## config.mk

```make
export PLATFORM = sky130hd
export DESIGN_NAME = dmem_arbiter
export DESIGN_NICKNAME = d
export VERILOG_FILES = /design/src/rtl/dmem_arbiter.sv
export SDC_FILE = /design/constraint.sdc
export NUM_CORES = 1
export LEC_CHECK = 0
export ABC_AREA = 1
export CORE_MARGIN = 5
export CORE_UTILIZATION = 27
export DETAILED_ROUTE_END_ITERATION = 6
export PLACE_DENSITY = 0.79
export SLEW_MARGIN = 15
export SYNTH_ARGS = -nofsm -noshare
export SYNTH_HDL_FRONTEND = slang
export SYNTH_SLANG_ARGS = --single-unit
```

## constraint.sdc

```tcl
create_clock -name clk -period 1.6 [get_ports clk]
set_input_delay 0.32 -clock clk [delete_from_list [all_inputs] [get_ports clk]]
set_output_delay 0.32 -clock clk [all_outputs]
set_load 0.01 [all_outputs]
```

## src/rtl/dmem_arbiter.sv

```systemverilog
// Shares one single-port data memory between the CPU and a debug port; combinational grant, 1-cycle access, registered ack.
// Latency: a granted access completes in the grant cycle, and dbg_ack/dbg_rdata follow one cycle later.
// Backpressure: the CPU has priority; cpu_stall is raised only in the cycle debug wins through starvation.
module dmem_arbiter #(
    parameter int AW           = 32,
    parameter int DW           = 32,
    parameter int STARVE_LIMIT = 8
) (
    input  logic          clk,
    input  logic          reset,
    input  logic          cpu_req,
    input  logic          cpu_we,
    input  logic [AW-1:0] cpu_addr,
    input  logic [DW-1:0] cpu_wdata,
    output logic [DW-1:0] cpu_rdata,
    output logic          cpu_stall,
    input  logic          dbg_req,
    input  logic          dbg_we,
    input  logic [AW-1:0] dbg_addr,
    input  logic [DW-1:0] dbg_wdata,
    output logic [DW-1:0] dbg_rdata,
    output logic          dbg_ack,
    output logic          mem_we,
    output logic [AW-1:0] mem_addr,
    output logic [DW-1:0] mem_wdata,
    input  logic [DW-1:0] mem_rdata,
    output logic          dbg_owner
);

    localparam logic       D_IDLE = 1'b0;
    localparam logic       D_ACK  = 1'b1;
    localparam logic [7:0] LIMIT  = 8'(STARVE_LIMIT);

    logic          r_state;
    logic [7:0]    r_starve_cnt;
    logic [DW-1:0] r_dbg_rdata;

    logic w_dbg_eligible;
    logic w_dbg_gnt;
    logic w_cpu_gnt;

    assign w_dbg_eligible = dbg_req & (r_state == D_IDLE);
    assign w_dbg_gnt      = w_dbg_eligible & (~cpu_req | (r_starve_cnt == LIMIT));
    assign w_cpu_gnt      = cpu_req & ~w_dbg_gnt;

    assign cpu_stall = cpu_req & w_dbg_gnt;
    assign cpu_rdata = mem_rdata;
    assign dbg_rdata = r_dbg_rdata;

    // Reset masks the externally visible strobes so an in-flight grant cannot write or ack.
    assign dbg_owner = w_dbg_gnt & ~reset;
    assign dbg_ack   = (r_state == D_ACK) & ~reset;
    assign mem_we    = ((w_dbg_gnt & dbg_we) | (w_cpu_gnt & cpu_we)) & ~reset;

    assign mem_addr  = w_dbg_gnt ? dbg_addr  : cpu_addr;
    assign mem_wdata = w_dbg_gnt ? dbg_wdata : cpu_wdata;

    always_ff @(posedge clk) begin
        if (reset) begin
            r_state      <= D_IDLE;
            r_starve_cnt <= 8'd0;
            r_dbg_rdata  <= '0;
        end else begin
            if (w_dbg_gnt) begin
                r_dbg_rdata <= mem_rdata;
                r_state     <= D_ACK;
            end else if (r_state == D_ACK) begin
                r_state <= D_IDLE;
            end

            // Saturate at the limit so debug keeps winning until it is served.
            if (w_dbg_gnt || !dbg_req || (r_state == D_ACK)) begin
                r_starve_cnt <= 8'd0;
            end else if (w_dbg_eligible) begin
                r_starve_cnt <= (r_starve_cnt >= LIMIT) ? LIMIT : r_starve_cnt + 8'd1;
            end
        end
    end

endmodule
```

# [Word level (Yosys, flattened, before mapping)]
# Cells that the tools add are included.
[op_classes] order_cmp=1 n_eq_ne=1 n_bitwise=15 add_sub_neg=1 n_reduce_logical=4 mux=4
[ops] cell="$mux W32" n=2
[ops] cell="$and A1 B1 Y1" n=9
[ops] cell="$add A8 B1 Y8 const B" n=1
[ops] cell="$eq A8 B4 Y1 const B" n=1
[ops] cell="$ge A8 B4 Y1 const B" n=1
[ops] cell="$mux W8" n=1
[ops] cell="$not A1 Y1" n=4
[ops] cell="$logic_or A1 B1 Y1" n=2
[ops] cell="$or A1 B1 Y1" n=2
[ops] cell="$reduce_or A2 Y1" n=1
[ops] cell="$logic_not A1 Y1" n=1
[ops] cell="$mux W1" n=1
[word_totals] output_inout_bits=132 register_bits=41 inputBits=166 word_cells=29

# [Longest topological paths before layout]
[depth] ltp_word=8 ltp_mapped=9 depth_no_buf=7

# [Worst setup path before layout]
# Ideal clock, no wire load.
[synth_timing] kind="register -> output" start="reg r_starve_cnt[0]" end="out mem_we" path_slack_ps=-90 n_path_buf=2 t_arrival_ps=1370 stages_incl_launch_ff=9 required_time_ps=1280 cell_sequence="dfxtp_1 inv_1 ha_1 nand3_1 o21ai_2 buf_4 buf_4 a21oi_1 nor2_1"
[synth_via] elab_chain_len=8 word_cells_on_any_way=9 classes_between="eq/ne (1); bitwise (8)"
[synth_lines] element="start: declaration" line="35" rtl="logic [7:0] r_starve_cnt;"
[synth_lines] element="start signal: assignment" line="75" rtl="r_starve_cnt <= (r_starve_cnt >= LIMIT) ? LIMIT : r_starve_cnt + 8'd1;"
[synth_lines] element="$eq A8 B4 Y1 (*)" line="43" rtl="assign w_dbg_gnt = w_dbg_eligible & (~cpu_req | (r_starve_cnt == LIMIT));"
[synth_lines] element="$or A1 B1 Y1 (*)" line="43"
[synth_lines] element="$and A1 B1 Y1 (*)" line="43"
[synth_lines] element="$not A1 Y1" line="44" rtl="assign w_cpu_gnt = cpu_req & ~w_dbg_gnt;"
[synth_lines] element="$and A1 B1 Y1" line="44"
[synth_lines] element="$and A1 B1 Y1" line="53" rtl="assign mem_we = ((w_dbg_gnt & dbg_we) | (w_cpu_gnt & cpu_we)) & ~reset;"
[synth_lines] element="$or A1 B1 Y1 (*)" line="53"
[synth_lines] element="$and A1 B1 Y1 (*)" line="53"
[synth_lines] element="end: declaration" line="23" rtl="output logic mem_we,"
# Every way passes the cells marked *; elsewhere a longest branch is shown, timed or not.

# [Worst setup path in the final report]
[layout_timing] start="reg r_starve_cnt[0]" end="out mem_addr[29]"
[layout_via] elab_chain_len=4
[layout_lines] element="$eq A8 B4 Y1" line="43"
[layout_lines] element="$or A1 B1 Y1" line="43"
[layout_lines] element="$and A1 B1 Y1" line="43"
[layout_lines] element="$mux W32" line="55" rtl="assign mem_addr = w_dbg_gnt ? dbg_addr : cpu_addr;"
[layout_lines] element="end: declaration" line="24" rtl="output logic [AW-1:0] mem_addr,"
# Every way passes these cells.

==> results.txt <==
Final min period: 2.24 ns
setup slack after layout: -0.643 ns
skew final: 0.0119 ns
worst path cell trace: inv_2 -> ha_4 -> nand3_4 -> o21ai_4 -> buf_12 -> nand2_4 -> buf_12 -> buf_12 -> buf_4 -> nand2_4 -> nand2_2 -> buf_6
fin crit share: 140%
failing checks: negative setup slack
TritonCTS clock tree: built
drt drc: 0
WP data arrival: 1.92 ns
Root Buffer: clkbuf_8
Ports: 298
worst stage delay on the critical path: 0.34 ns
run status: finished with violations
post-DR vias/cell: 4.76
area occupied by multi-input gates: 0.00212 mm²
Port-buffer cells: 297
H-tree levels: 2
top post-synthesis cells by area: dfxtp_1 (28%), nand2_1 (21%), nand3_1 (17%), buf_4 (9.4%), nor2_1 (5.8%)
chip height: 115 µm
Pins Over Slew Limit: 0
grt ovf: 0
most used cell along the critical path: buf_12
post-DP HPWL: 11,600 µm
number of cells on the worst hold path: 2
Ys Warns: 0
worst path required time: 1.28 ns
antenna cells: 0
Worst R2R Path Depth: 14
sequential area share after synthesis: 27.7%
Die Wd: 115 µm
Yosys reg bits: 41
Hold Crit Endpoint: dbg_rdata[11]
Post-Syn Instances: 508
leading area contributor after synthesis: dfxtp_1
nature of the critical path endpoint: primary output
core area: 0.0108 mm²
Rel. slew slack: 56.6%
Via Count: 4,542
Filler Cells Inserted: 878
static leakage: 3.49 nW
Iter 0 DRT Violations: 368
Power, Total: 3.96 mW
fmax: 446 MHz
hold buffers post-CTS: 0
max-cap violations: 0
num rows: 38
Placement Setup Slack: -0.805 ns
Setup CP Type: flip-flop to primary output
R2R Path Start: r_starve_cnt[0]
clock sinks: 41
post-DR wirelength/cell: 18.0 µm
hold_sp: dbg_rdata[11]
Crit Path Max Fanout: 8
Synth Area per Inst: 5.84 µm²
final WL: 17,200 µm
area grow syn2layout: 144%
Clock transition at path regs: 0.08 ns
Global Route Usage Sum: 23.0%
number of buffers created by CTS: 5
share of cells above drive strength 1: 34.2%
clock buffer depth: 2
RSZ-0062 raised after global routing: true
largest net degree at the start of global routing: 51
Finish-stage setup viols: 99
Final GP Congestion: 0.962
vias in the first global route: 4,454
nets: 981
post-route ant nets: 0
PD cells: 545 mW/mm²
Fin. Hold Viols: 0
Reg area: 823 µm²
Die ar.: 0.0132 mm²
Synth cell types: 19
Slowest cell on crit path: dfxtp_2
Setup crit start kind: flip-flop
TritonRoute pass-1 iters: 4
Starting Density: 27.5%
flop2flop setup slack: -0.49 ns
first-pass GRT wire length: 24,100 µm
Worst Hold Class: flip-flop to flip-flop
VDD IR max: 0.000413 V
worst-margin pin slew: 0.650 ns
Skew-Pair Late Insertion Delay: 0.30 ns
synthesized area: 0.00297 mm²
worst reg2reg path endpoint: dbg_rdata[2]
initial antenna violation count: 0
Synth top area share: 27.7%
[state kept, by name (all words and copies together) (netlist names)]
name and cells:
r_starve_cnt 8, dbg_rdata 32, r_state 1
[critical path, delay by kind of cell, from the launching register on]
family	cells	cell delay (ns)
fa+ha+maj	1	0.14
simple gates	4	0.22
buf+inv	6	0.76
compound gates	1	0.18
flops	1	0.34
[worst max path at each step]
stage | startpoint | to | slack (ns) | cells after the start
floorplan | r_starve_cnt[1] | mem_addr[14] | 0.004 | 9
global placement | cpu_req | mem_wdata[31] | -0.81 | 8
detailed placement | cpu_req | mem_wdata[31] | -0.81 | 8
CTS | r_starve_cnt[0] | mem_wdata[17] | -0.67 | 12
global route | r_starve_cnt[0] | mem_addr[24] | -0.71 | 12
finish | r_starve_cnt[0] | mem_addr[29] | -0.64 | 12
[placed cells by master (no fill, tap or decap), types with 3 or more instances in the layout]
master and n:
buf_12 13, buf_4 32, clkdlybuf4s50_1 189, buf_6 54, a21oi_1 16, clkbuf_8 5
inv_2 4, a21oi_2 11, nor2_1 42, conb_1 4, nand2_4 28, nand2_2 74
dlymetal6s2s_1 6, a21oi_4 7, nand2_1 63, buf_2 23, dfxtp_1 39, inv_1 37
nand3_1 99, clkbuf_16 3, dlygate4sd2_1 35, buf_16 9
[power breakdown]
| part | switching [mW] | internal (mW) |
|---|---|---|
| Sequential | 0.0412 | 1.08 |
| Clock | 0.400 | 0.468 |
| Combinational | 0.850 | 1.11 |
[cell families (layout without fill, tap and decap cells)]
kind of cell	after synthesis	in the layout	share of synthesized area [%]
other	1	4	0.126
adders and majority gates	2	2	0.843
and+or+nand+nor	313	313	43.9
DFF	41	41	27.7
buffers and inverters	113	416	20.6
AOI/OAI and AO/OA	36	36	6.24
xor gates and xnor gates	2	2	0.590
[per-stage QoR]
| step | cells | util (%) | instance area [µm²] | hold slack, ns | TNS, ns |
|---|---|---|---|---|---|
| finish | 954 | 67.2 | 7250 | 0.491 | -51.88 |
| CTS | 945 | 63.0 | 6800 | 0.486 | -50.63 |
| detailed placement | 906 | 56.8 | 6130 | 0.471 | -72.09 |
| global placement | 906 | 56.8 | 6130 | 0.460 | -70.14 |
| floorplan | 511 | - | 3140 | 0.392 | 0 |
| global route | 954 | 67.2 | 7250 | 0.518 | -59.10 |
[synthesized netlist by cell type]
cell type / count
nor2_1: 46
buf_1: 1
nand4_1: 1
dfxtp_1: 41
a31oi_1: 1
conb_1: 1
clkinv_1: 1
inv_2: 1
nand3_1: 101
nand2_1: 165
buf_2: 15
a21oi_1: 34
ha_1: 2
xor2_1: 2
buf_6: 4
o21ai_2: 1
clkbuf_1: 14
inv_1: 40
buf_4: 37
[layer usage]
| layer | vias to the layer above | global-route usage [%] | wire, µm |
|---|---|---|---|
| met1 | 2108 | 27.7 | 6740 |
| li1 | 2170 | - | - |
| met4 | 0 | 8.14 | 528 |
| met5 | - | 0 | 0 |
| met3 | 35 | 5.79 | 1370 |
| met2 | 229 | 39.7 | 8580 |
[what timing repair did]
item | in CTS | in global routing
setup buffers | 22 | 7
pin swaps | 3 | 16
endpoints found under the setup margin | 132 | 99
gates cloned | 9 | 3
gates resized for setup | 420 | 84
[cell type report]
class / instances / share of cell area [%]
clock buffers: 5 / 0.949
clock inverters: 3 / 0.638
inverters: 42 / 2.17
multi-input cells: 357 / 29.2
flip-flops and latches: 41 / 11.3
well taps: 140 / 2.41
repair buffers: 366 / 53.3
Power figures use the tool's default switching activity.
